File: config.mk
export PLATFORM = sky130hd
export DESIGN_NAME = arp_rx
export DESIGN_NICKNAME = d
export VERILOG_FILES = /design/src/rtl/arp_pkg.sv /design/src/rtl/arp_rx.sv
export SDC_FILE = /design/constraint.sdc
export NUM_CORES = 1
export LEC_CHECK = 0
export ABC_CLOCK_PERIOD_IN_PS = 12600
export CORE_MARGIN = 2
export CORE_UTILIZATION = 40
export DETAILED_ROUTE_END_ITERATION = 8
export SLEW_MARGIN = 10
export SYNTH_ARGS = -nofsm -noshare
export SYNTH_HDL_FRONTEND = slang
export SYNTH_SLANG_ARGS = --single-unit
File: constraint.sdc
create_clock -name gmii_rxc -period 12.6 [get_ports gmii_rxc]
set_input_delay 2.52 -clock gmii_rxc [delete_from_list [all_inputs] [get_ports gmii_rxc]]
set_output_delay 2.52 -clock gmii_rxc [all_outputs]
set_load 0.01 [all_outputs]
File: src/rtl/arp_pkg.sv
// Shared ARP definitions: state encoding, fixed Ethernet/ARP field values
// and byte-select helpers used by the ARP receive and transmit paths.
package arp_pkg;

  localparam int unsigned STATE_W = 5;
  localparam int unsigned CNT_W   = 6;

  typedef enum logic [STATE_W-1:0] {
    IDLE     = 5'b00001,
    PRE_DATA = 5'b00010,
    ETH_HEAD = 5'b00100,
    ARP_DATA = 5'b01000,
    RX_END   = 5'b10000
  } arp_state_e;

  localparam logic [15:0] ETH_TYPE_ARP = 16'h0806;
  localparam logic [15:0] ARP_HTYPE    = 16'h0001;
  localparam logic [15:0] ARP_PTYPE    = 16'h0800;
  localparam logic [7:0]  ARP_HLEN     = 8'h06;
  localparam logic [7:0]  ARP_PLEN     = 8'h04;
  localparam logic [7:0]  ARP_OP_REQ   = 8'h01;
  localparam logic [7:0]  ARP_OP_REP   = 8'h02;
  localparam logic [7:0]  PREAMBLE     = 8'h55;
  localparam logic [7:0]  SFD          = 8'hD5;

  // Fixed ARP header bytes 0..6 (HTYPE, PTYPE, HLEN, PLEN, opcode high byte).
  function automatic logic [7:0] arp_hdr_byte(input logic [2:0] idx);
    case (idx)
      3'd0:    return ARP_HTYPE[15:8];
      3'd1:    return ARP_HTYPE[7:0];
      3'd2:    return ARP_PTYPE[15:8];
      3'd3:    return ARP_PTYPE[7:0];
      3'd4:    return ARP_HLEN;
      3'd5:    return ARP_PLEN;
      default: return 8'h00;
    endcase
  endfunction

  // Byte idx of a MAC address in wire order (byte 0 is the MSB).
  function automatic logic [7:0] mac_byte(input logic [47:0] mac, input logic [2:0] idx);
    case (idx)
      3'd0:    return mac[47:40];
      3'd1:    return mac[39:32];
      3'd2:    return mac[31:24];
      3'd3:    return mac[23:16];
      3'd4:    return mac[15:8];
      default: return mac[7:0];
    endcase
  endfunction

  // Byte idx of an IPv4 address in wire order (byte 0 is the MSB).
  function automatic logic [7:0] ip_byte(input logic [31:0] ip, input logic [1:0] idx);
    case (idx)
      2'd0:    return ip[31:24];
      2'd1:    return ip[23:16];
      2'd2:    return ip[15:8];
      default: return ip[7:0];
    endcase
  endfunction

endpackage

File: src/rtl/arp_rx.sv
// GMII ARP receiver: parses preamble, Ethernet header and ARP payload, and
// reports sender MAC/IP and opcode of each request/reply aimed at the board.
module arp_rx
  import arp_pkg::*;
#(
  parameter logic [47:0] BOARD_MAC = 48'h00_11_22_33_44_55,
  parameter logic [31:0] BOARD_IP  = {8'd192, 8'd168, 8'd0, 8'd5}
) (
  input  logic        gmii_rxc,
  input  logic        rst,
  input  logic        gmii_rx_dv,
  input  logic [7:0]  gmii_rxd,
  output logic        arp_rx_done,
  output logic        arp_rx_type,
  output logic [47:0] pc_mac,
  output logic [31:0] pc_ip
);

  arp_state_e       state;
  logic [CNT_W-1:0] cnt_byte;
  logic             mac_ok;
  logic             bc_ok;
  logic             type_hi_ok;
  logic             op_rep;
  logic [47:0]      mac_shadow;
  logic [31:0]      ip_shadow;

  // Frame parser; outputs only move on a fully validated frame.
  always_ff @(posedge gmii_rxc or posedge rst) begin
    if (rst) begin
      state       <= IDLE;
      cnt_byte    <= '0;
      mac_ok      <= 1'b0;
      bc_ok       <= 1'b0;
      type_hi_ok  <= 1'b0;
      op_rep      <= 1'b0;
      mac_shadow  <= '0;
      ip_shadow   <= '0;
      arp_rx_done <= 1'b0;
      arp_rx_type <= 1'b0;
      pc_mac      <= '0;
      pc_ip       <= '0;
    end else begin
      arp_rx_done <= 1'b0;
      if (!gmii_rx_dv && state != IDLE) begin
        state    <= IDLE;
        cnt_byte <= '0;
      end else begin
        case (state)
          IDLE: begin
            if (gmii_rx_dv && gmii_rxd == PREAMBLE) begin
              state    <= PRE_DATA;
              cnt_byte <= CNT_W'(1);
            end
          end

          PRE_DATA: begin
            if (cnt_byte == CNT_W'(7)) begin
              state    <= (gmii_rxd == SFD) ? ETH_HEAD : RX_END;
              cnt_byte <= '0;
            end else if (gmii_rxd == PREAMBLE) begin
              cnt_byte <= cnt_byte + CNT_W'(1);
            end else begin
              state    <= RX_END;
              cnt_byte <= '0;
            end
          end

          ETH_HEAD: begin
            cnt_byte <= cnt_byte + CNT_W'(1);
            // Unicast and broadcast matches tracked as sticky flags over bytes 0..5.
            if (cnt_byte < CNT_W'(6)) begin
              mac_ok <= (gmii_rxd == mac_byte(BOARD_MAC, cnt_byte[2:0])) &&
                        (mac_ok || cnt_byte == '0);
              bc_ok  <= (gmii_rxd == 8'hFF) && (bc_ok || cnt_byte == '0);
            end
            if (cnt_byte == CNT_W'(12)) begin
              type_hi_ok <= (gmii_rxd == ETH_TYPE_ARP[15:8]);
            end
            if (cnt_byte == CNT_W'(13)) begin
              cnt_byte <= '0;
              if ((mac_ok || bc_ok) && type_hi_ok && gmii_rxd == ETH_TYPE_ARP[7:0]) begin
                state <= ARP_DATA;
              end else begin
                state <= RX_END;
              end
            end
          end

          ARP_DATA: begin
            cnt_byte <= cnt_byte + CNT_W'(1);
            if (cnt_byte < CNT_W'(7)) begin
              if (gmii_rxd != arp_hdr_byte(cnt_byte[2:0])) begin
                state    <= RX_END;
                cnt_byte <= '0;
              end
            end else if (cnt_byte == CNT_W'(7)) begin
              if (gmii_rxd == ARP_OP_REQ || gmii_rxd == ARP_OP_REP) begin
                op_rep <= (gmii_rxd == ARP_OP_REP);
              end else begin
                state    <= RX_END;
                cnt_byte <= '0;
              end
            end else if (cnt_byte < CNT_W'(14)) begin
              mac_shadow <= {mac_shadow[39:0], gmii_rxd};
            end else if (cnt_byte < CNT_W'(18)) begin
              ip_shadow <= {ip_shadow[23:0], gmii_rxd};
            end else if (cnt_byte >= CNT_W'(24)) begin
              // Target IP bytes 24..27: low two count bits index the address.
              if (gmii_rxd != ip_byte(BOARD_IP, cnt_byte[1:0])) begin
                state    <= RX_END;
                cnt_byte <= '0;
              end else if (cnt_byte == CNT_W'(27)) begin
                state       <= RX_END;
                cnt_byte    <= '0;
                pc_mac      <= mac_shadow;
                pc_ip       <= ip_shadow;
                arp_rx_type <= op_rep;
                arp_rx_done <= 1'b1;
              end
            end
          end

          RX_END: begin
            // Remain here through padding and FCS; dv low is handled above.
            cnt_byte <= '0;
          end

          default: begin
            state    <= IDLE;
            cnt_byte <= '0;
          end
        endcase
      end
    end
  end

endmodule
After elaboration in Yosys (flattened, before gate mapping)
Cells that the tools add are included.
{ "totals": {"regBits": 177, "output_inout_bits": 82, "word_cells": 139} }
{ "op_classes": {"n_addsub": 1, "n_lt_le_gt_ge": 5, "n_eq_ne": 37, "muxes": 57, "n_bitwise": 6, "n_reduce_logical": 21} }
{ "ops": {"columns": ["op", "n"], "rows": [
  ["$mux 8", 13],
  ["$mux 6", 14],
  ["$mux 5", 16],
  ["$pmux 7 s5", 1],
  ["$pmux 5 s5", 1],
  ["$pmux 6 s4", 1],
  ["$pmux 8 s3", 1],
  ["$ne 5x5->1 const B", 4],
  ["$eq 8x8->1 const B", 2],
  ["$ne 8x8->1", 2],
  ["$pmux 4 s4", 1],
  ["$eq 6x4->1 const B", 2],
  ["$lt 6x3->1 const B", 2],
  ["$reduce_and 10->1", 1],
  ["$reduce_and 5->1", 2],
  ["$mux 1", 9],
  ["$reduce_and 9->1", 1],
  ["$eq 8x1->1 const B", 1],
  ["$eq 8x2->1 const B", 1],
  ["$eq 8x3->1 const B", 1],
  ["$eq 8x4->1 const B", 1],
  ["$eq 8x7->1 const B", 1],
  ["$eq 8x8->1", 1],
  ["$ne 4x4->1 const B", 2],
  ["other kinds (29)", 46]
]} }

Logic depth before layout (Yosys ltp)
{ "logic_depth": {"ltp_word": 18, "ltp_mapped": 9, "ltp_nobuf": 8} }

Least setup slack after synthesis
No wires, ideal clock.
{ "synth_path": {"path_type": "input to register", "start": "input gmii_rxd[6]", "end": "register cnt_byte[0]", "setup_time_ps": 86, "arrival_time_ps": 4203, "t_required_ps": 12514, "slack_ps": 8311, "path_stages": 7, "path_buffers": 1, "path_cell_list": "buf_6 > or4_4 > or4b_1 > a21boi_1 > a41o_2 > a31oi_2 > o22ai_1"} }
{ "synth_via": {"elab_chain_len": 9} }
{ "synth_rtl": {"columns": ["item", "line_no", "source"], "rows": [
  ["start, declared", "arp_rx.sv:12", "input logic [7:0] gmii_rxd,"],
  ["$ne 8x8->1", "arp_rx.sv:110", "if (gmii_rxd != ip_byte(BOARD_IP, cnt_byte[1:0])) begin"],
  ["$mux 6", "arp_rx.sv:110", null],
  ["$mux 6", "arp_rx.sv:108", "end else if (cnt_byte >= CNT_W'(24)) begin"],
  ["$mux 6", "arp_rx.sv:106", "end else if (cnt_byte < CNT_W'(18)) begin"],
  ["$mux 6", "arp_rx.sv:104", "end else if (cnt_byte < CNT_W'(14)) begin"],
  ["$mux 6", "arp_rx.sv:97", "end else if (cnt_byte == CNT_W'(7)) begin"],
  ["$mux 6", "arp_rx.sv:92", "if (cnt_byte < CNT_W'(7)) begin"],
  ["$pmux 6 s4", "arp_rx.sv:49", "case (state)"],
  ["$mux 6", "arp_rx.sv:45", "if (!gmii_rx_dv && state != IDLE) begin"],
  ["end signal, assigned", "arp_rx.sv:62", "cnt_byte <= cnt_byte + CNT_W'(1);"],
  ["end signal, assigned", "arp_rx.sv:70", "cnt_byte <= cnt_byte + CNT_W'(1);"],
  ["end signal, assigned", "arp_rx.sv:91", "cnt_byte <= cnt_byte + CNT_W'(1);"],
  ["end, declared", "arp_rx.sv:20", "logic [CNT_W-1:0] cnt_byte;"]
]} }
Several ways; a longest one is shown, not always the timed one.
A chain may end at the register's enable or synchronous reset.

Final worst setup path
{ "layout_path": {"start": "input gmii_rxd[0]", "end": "register pc_mac[36]"} }
{ "layout_via": {"elab_chain_len": 3} }
{ "layout_rtl": {"columns": ["item", "line_no", "source"], "rows": [
  ["$ne 8x8->1", "arp_rx.sv:110", null],
  ["$not 1->1 (no source line)", null, null],
  ["$reduce_and 9->1 (no source line)", null, null],
  ["end signal, assigned", "arp_rx.sv:116", "pc_mac <= mac_shadow;"],
  ["end, declared", "arp_rx.sv:15", "output logic [47:0] pc_mac,"]
]} }
No other way between the ends.

==> summary.md <==
| Metric | Value |
|---|---|
| Final ANT Viol Nets | 0 |
| Asr flop ratio synth | 100% |
| Final setup viols | 0 |
| Multi-input gate area | 0.00293 sq mm |
| CTS clk-pin slew, worst paths | 0.06 ns |
| Setup TNS | 0 ns |
| Largest net degree at the start of global routing | 94 |
| Int Power | 909 uW |
| Pleak | roughly 0.0045 uW |
| CTS max path bufs | 2 |
| Area growth, synth to finish | 22.1% |
| FILL cells | 1636 |
| Seq/Total Area, Yosys | 58.4% |
| Largest family of logic cells by synthesized area | multiplexers |
| Hpwl dp | about 10 mm |
| Final min period | 4.83 ns |
| GRT Total Usage | roughly 16% |
| First-pass GRT wire length | 25.2 mm |
| Crit path capture type | flip-flop |
| Tcrit/Tclk final | a little under two fifths |
| Maximum vdd drop | 0.0900 mV |
| Post-synthesis xor/xnor area fraction | 0.693% |
| Die width | ~140 microns |
| Part of the power in registers | 49.4% |
| Post-Synthesis Cells | between 500 and 600 |
| Post-synth EDFFs | 0 |
| Mux cell area share after synthesis | about a quarter |
| Met3 wire length | 668 microns |
| 1st-iter DRT viols | around 320 |
| Critical path class | primary input to flip-flop |
| Syn_area_per_cell | about 14 sq um |
| CTS Hold Bufs | 0 |
| WP data required | around 13 ns |
| Final instance area | between 0.009 and 0.01 sq mm |
| Post-CTS setup buffers | 0 |
| Slew Viols, Final | 0 |
| WL met2 | 6.80 mm |
| Die area | about 0.020 sq mm |
| Port Buffers | between 90 and 100 |
| Initial antenna violation count | 0 |
| Vias/cell | roughly 5.3 |
| Outcome | completed |
| Synth cell types | 64 |
| Global route overflow | 0 |
| Post-Route Skew | 0.00999 ns |
| Combinational power share | under 10% |
| Final Hold Fails | 0 |
| Pre-Repair DR Iteration Count | 4 |
| Clock power share | a little under half |
| Max Used Layer | met4 |
| CTS tree | done |
| # H-tree levels | 4 |
| Post-Route M1 WL | between 7 and 8 mm |
| DR WL/cell | 17.4 microns |
| Cell row count | 50 |
| Final #Nets | 640 |
| Worst slew margin | a little under a third |
| Worst skew pair latency | approximately 0.42 ns |
| Post-Synth Adder-Cell Area | under 10% |
| Syn. warnings | 0 |
| Switch Pwr | 247 uW |
| Mapped Area | 0.00759 sq mm |
| CTS resizes | 0 |
| DRC Markers | 0 |
| Top FF cell, synth | dfrtp_1 |
| Synthesized Nets | 555 |
| Core area | approximately 0.019 sq mm |
| Power per cell area | between 100 and 150 mW/mm^2 |
| Switch share | 21.3% |
| Slew @ Worst Pin | between 1 and 1.5 ns |
| Synth Area in Simple Gates | between 7 and 8% |
| Worst-path maximum fanout | 40 |
| Gp weighted congestion | just under 0.9 |
| CP arrival | 5.14 ns |
| Register area | around 0.0044 sq mm |
| Initial Util | approximately two fifths |
| Max_cap viols | 0 |
| FF+latch count, synth | approximately 180 |
| Vias in the first global route | between 4000 and 5000 |
| Total Routed Length | 15.1 mm |
| Startpoint types | primary input |
| I/O pin total | 93 |
| Clk sinks | between 150 and 200 |
| Antenna fix cells | 0 |
| FMAX | slightly above 200 MHz |
| Cts bufs inserted | 17 |
| Vias | 4626 |
| Post-DP Area | ~0.0086 sq mm |
| RSZ-0062 raised after global routing | no |
| Die extent in y | about 140 microns |
| Hold WC Path Type | flip-flop to flip-flop |
| CTS Root Cell | clkbuf_16 |
| Synth Area in Compound Gates | 4.34% |
| Share of cells above drive strength 1 | 23.0% |
area by class of cell:
class | instances | area share (%)
flip-flops and latches | 177 | 47.8
multi-input cells | 323 | 31.6
repair buffers | 97 | 10.3
clock buffers | 22 | 5.12
well taps | 234 | 3.16
clock inverters | 10 | 1.59
inverters | 6 | 0.297
state kept, by name (all words and copies together) (netlist names), 5 cells and up:
register	count
pc_mac	48
mac_shadow	48
ip_shadow	32
pc_ip	32
state	5
cnt_byte	6
worst max-delay path: stages:
cell and delay (ns):
clkdlybuf4s50_1 0.84, and3_1 0.25, o2111a_1 0.22, nand2_1 0.07, nor4_2 0.28, buf_4 0.53, mux2_2 0.40
synthesized netlist by cell type (4+ instances only):
cell type | count | area share, %
dfrtp_1 | 176 | 58
mux2_2 | 91 | 14
mux2_1 | 71 | 11
nand2_1 | 21 | 1.0
nor2_1 | 17 | 0.84
buf_4 | 9 | 0.89
nand3_1 | 9 | 0.59
ha_1 | 7 | 1.2
a21oi_1 | 6 | 0.40
clkbuf_1 | 6 | 0.30
inv_1 | 6 | 0.30
nand4_1 | 6 | 0.49
nor3_1 | 6 | 0.40
nor3b_1 | 6 | 0.59
and3_1 | 5 | 0.41
buf_2 | 5 | 0.33
buf_1 | 4 | 0.20
mux2i_1 | 4 | 0.53
nor4_1 | 4 | 0.33
o2111ai_1 | 4 | 0.46
o21ai_0 | 4 | 0.26
metrics by stage:
stage | hold WS [ns] | setup slack [ns] | instances | utilization, % | total power, uW
floorplan | 0.459 | 5.28 | 537 | - | 605
global placement | 0.466 | 7.32 | 837 | 46.3 | 615
detailed placement | 0.474 | 7.28 | 837 | 46.3 | 616
CTS | 0.489 | 7.74 | 869 | 49.7 | 1170
global route | 0.501 | 7.52 | 869 | 49.7 | 1200
finish | 0.480 | 7.77 | 869 | 49.7 | 1160
final timing paths:
path                            slack (ns)   startpoint  depth (start not counted)             end
worst max-delay path                  7.77  gmii_rxd[0]                          7      pc_mac[36]
worst min-delay path                  0.48    pc_ip[27]                          1       pc_ip[27]
worst max register to register        9.75  cnt_byte[1]                          8      pc_mac[36]
worst min register to register        0.48    pc_ip[27]                          1       pc_ip[27]
max in group asynchronous             8.36          rst                          3  mac_shadow[31]
min in group asynchronous             2.65          rst                          2       pc_ip[25]
cell families after synthesis:
family / count (synthesis)
DFF: 177
and+or+nand+nor: 100
buffers and inverters: 37
adders and majority gates: 7
muxes: 167
xor gates and xnor gates: 6
AOI/OAI and AO/OA: 43
power groups by stage:
stage	Clock, uW	Sequential (uW)	Combinational [uW]
2_1_floorplan	0	581	23.4
3_3_place_gp	0	581	33.7
3_5_place_dp	0	581	34.4
4_1_cts	564	571	34.5
5_1_grt	590	570	38.5
6_report	551	571	33.6
layer usage:
metal,up-vias,GRT usage (%)
li1,2123,-
met2,123,23.7
met4,0,5.89
met3,20,3.88
met1,2360,23.1
met5,-,0
cells in the final DEF, fill, tap and decap left out, drive strengths merged, types with 7 or more instances in the layout:
cell / n
ha: 7
mux2: 163
a21oi: 7
nor3: 8
nor2: 18
nand3: 9
inv: 9
clkbuf: 22
dfrtp: 176
nand2: 21
clkdlybuf4s50: 92
Note: power is estimated with default switching activity, not from simulation.
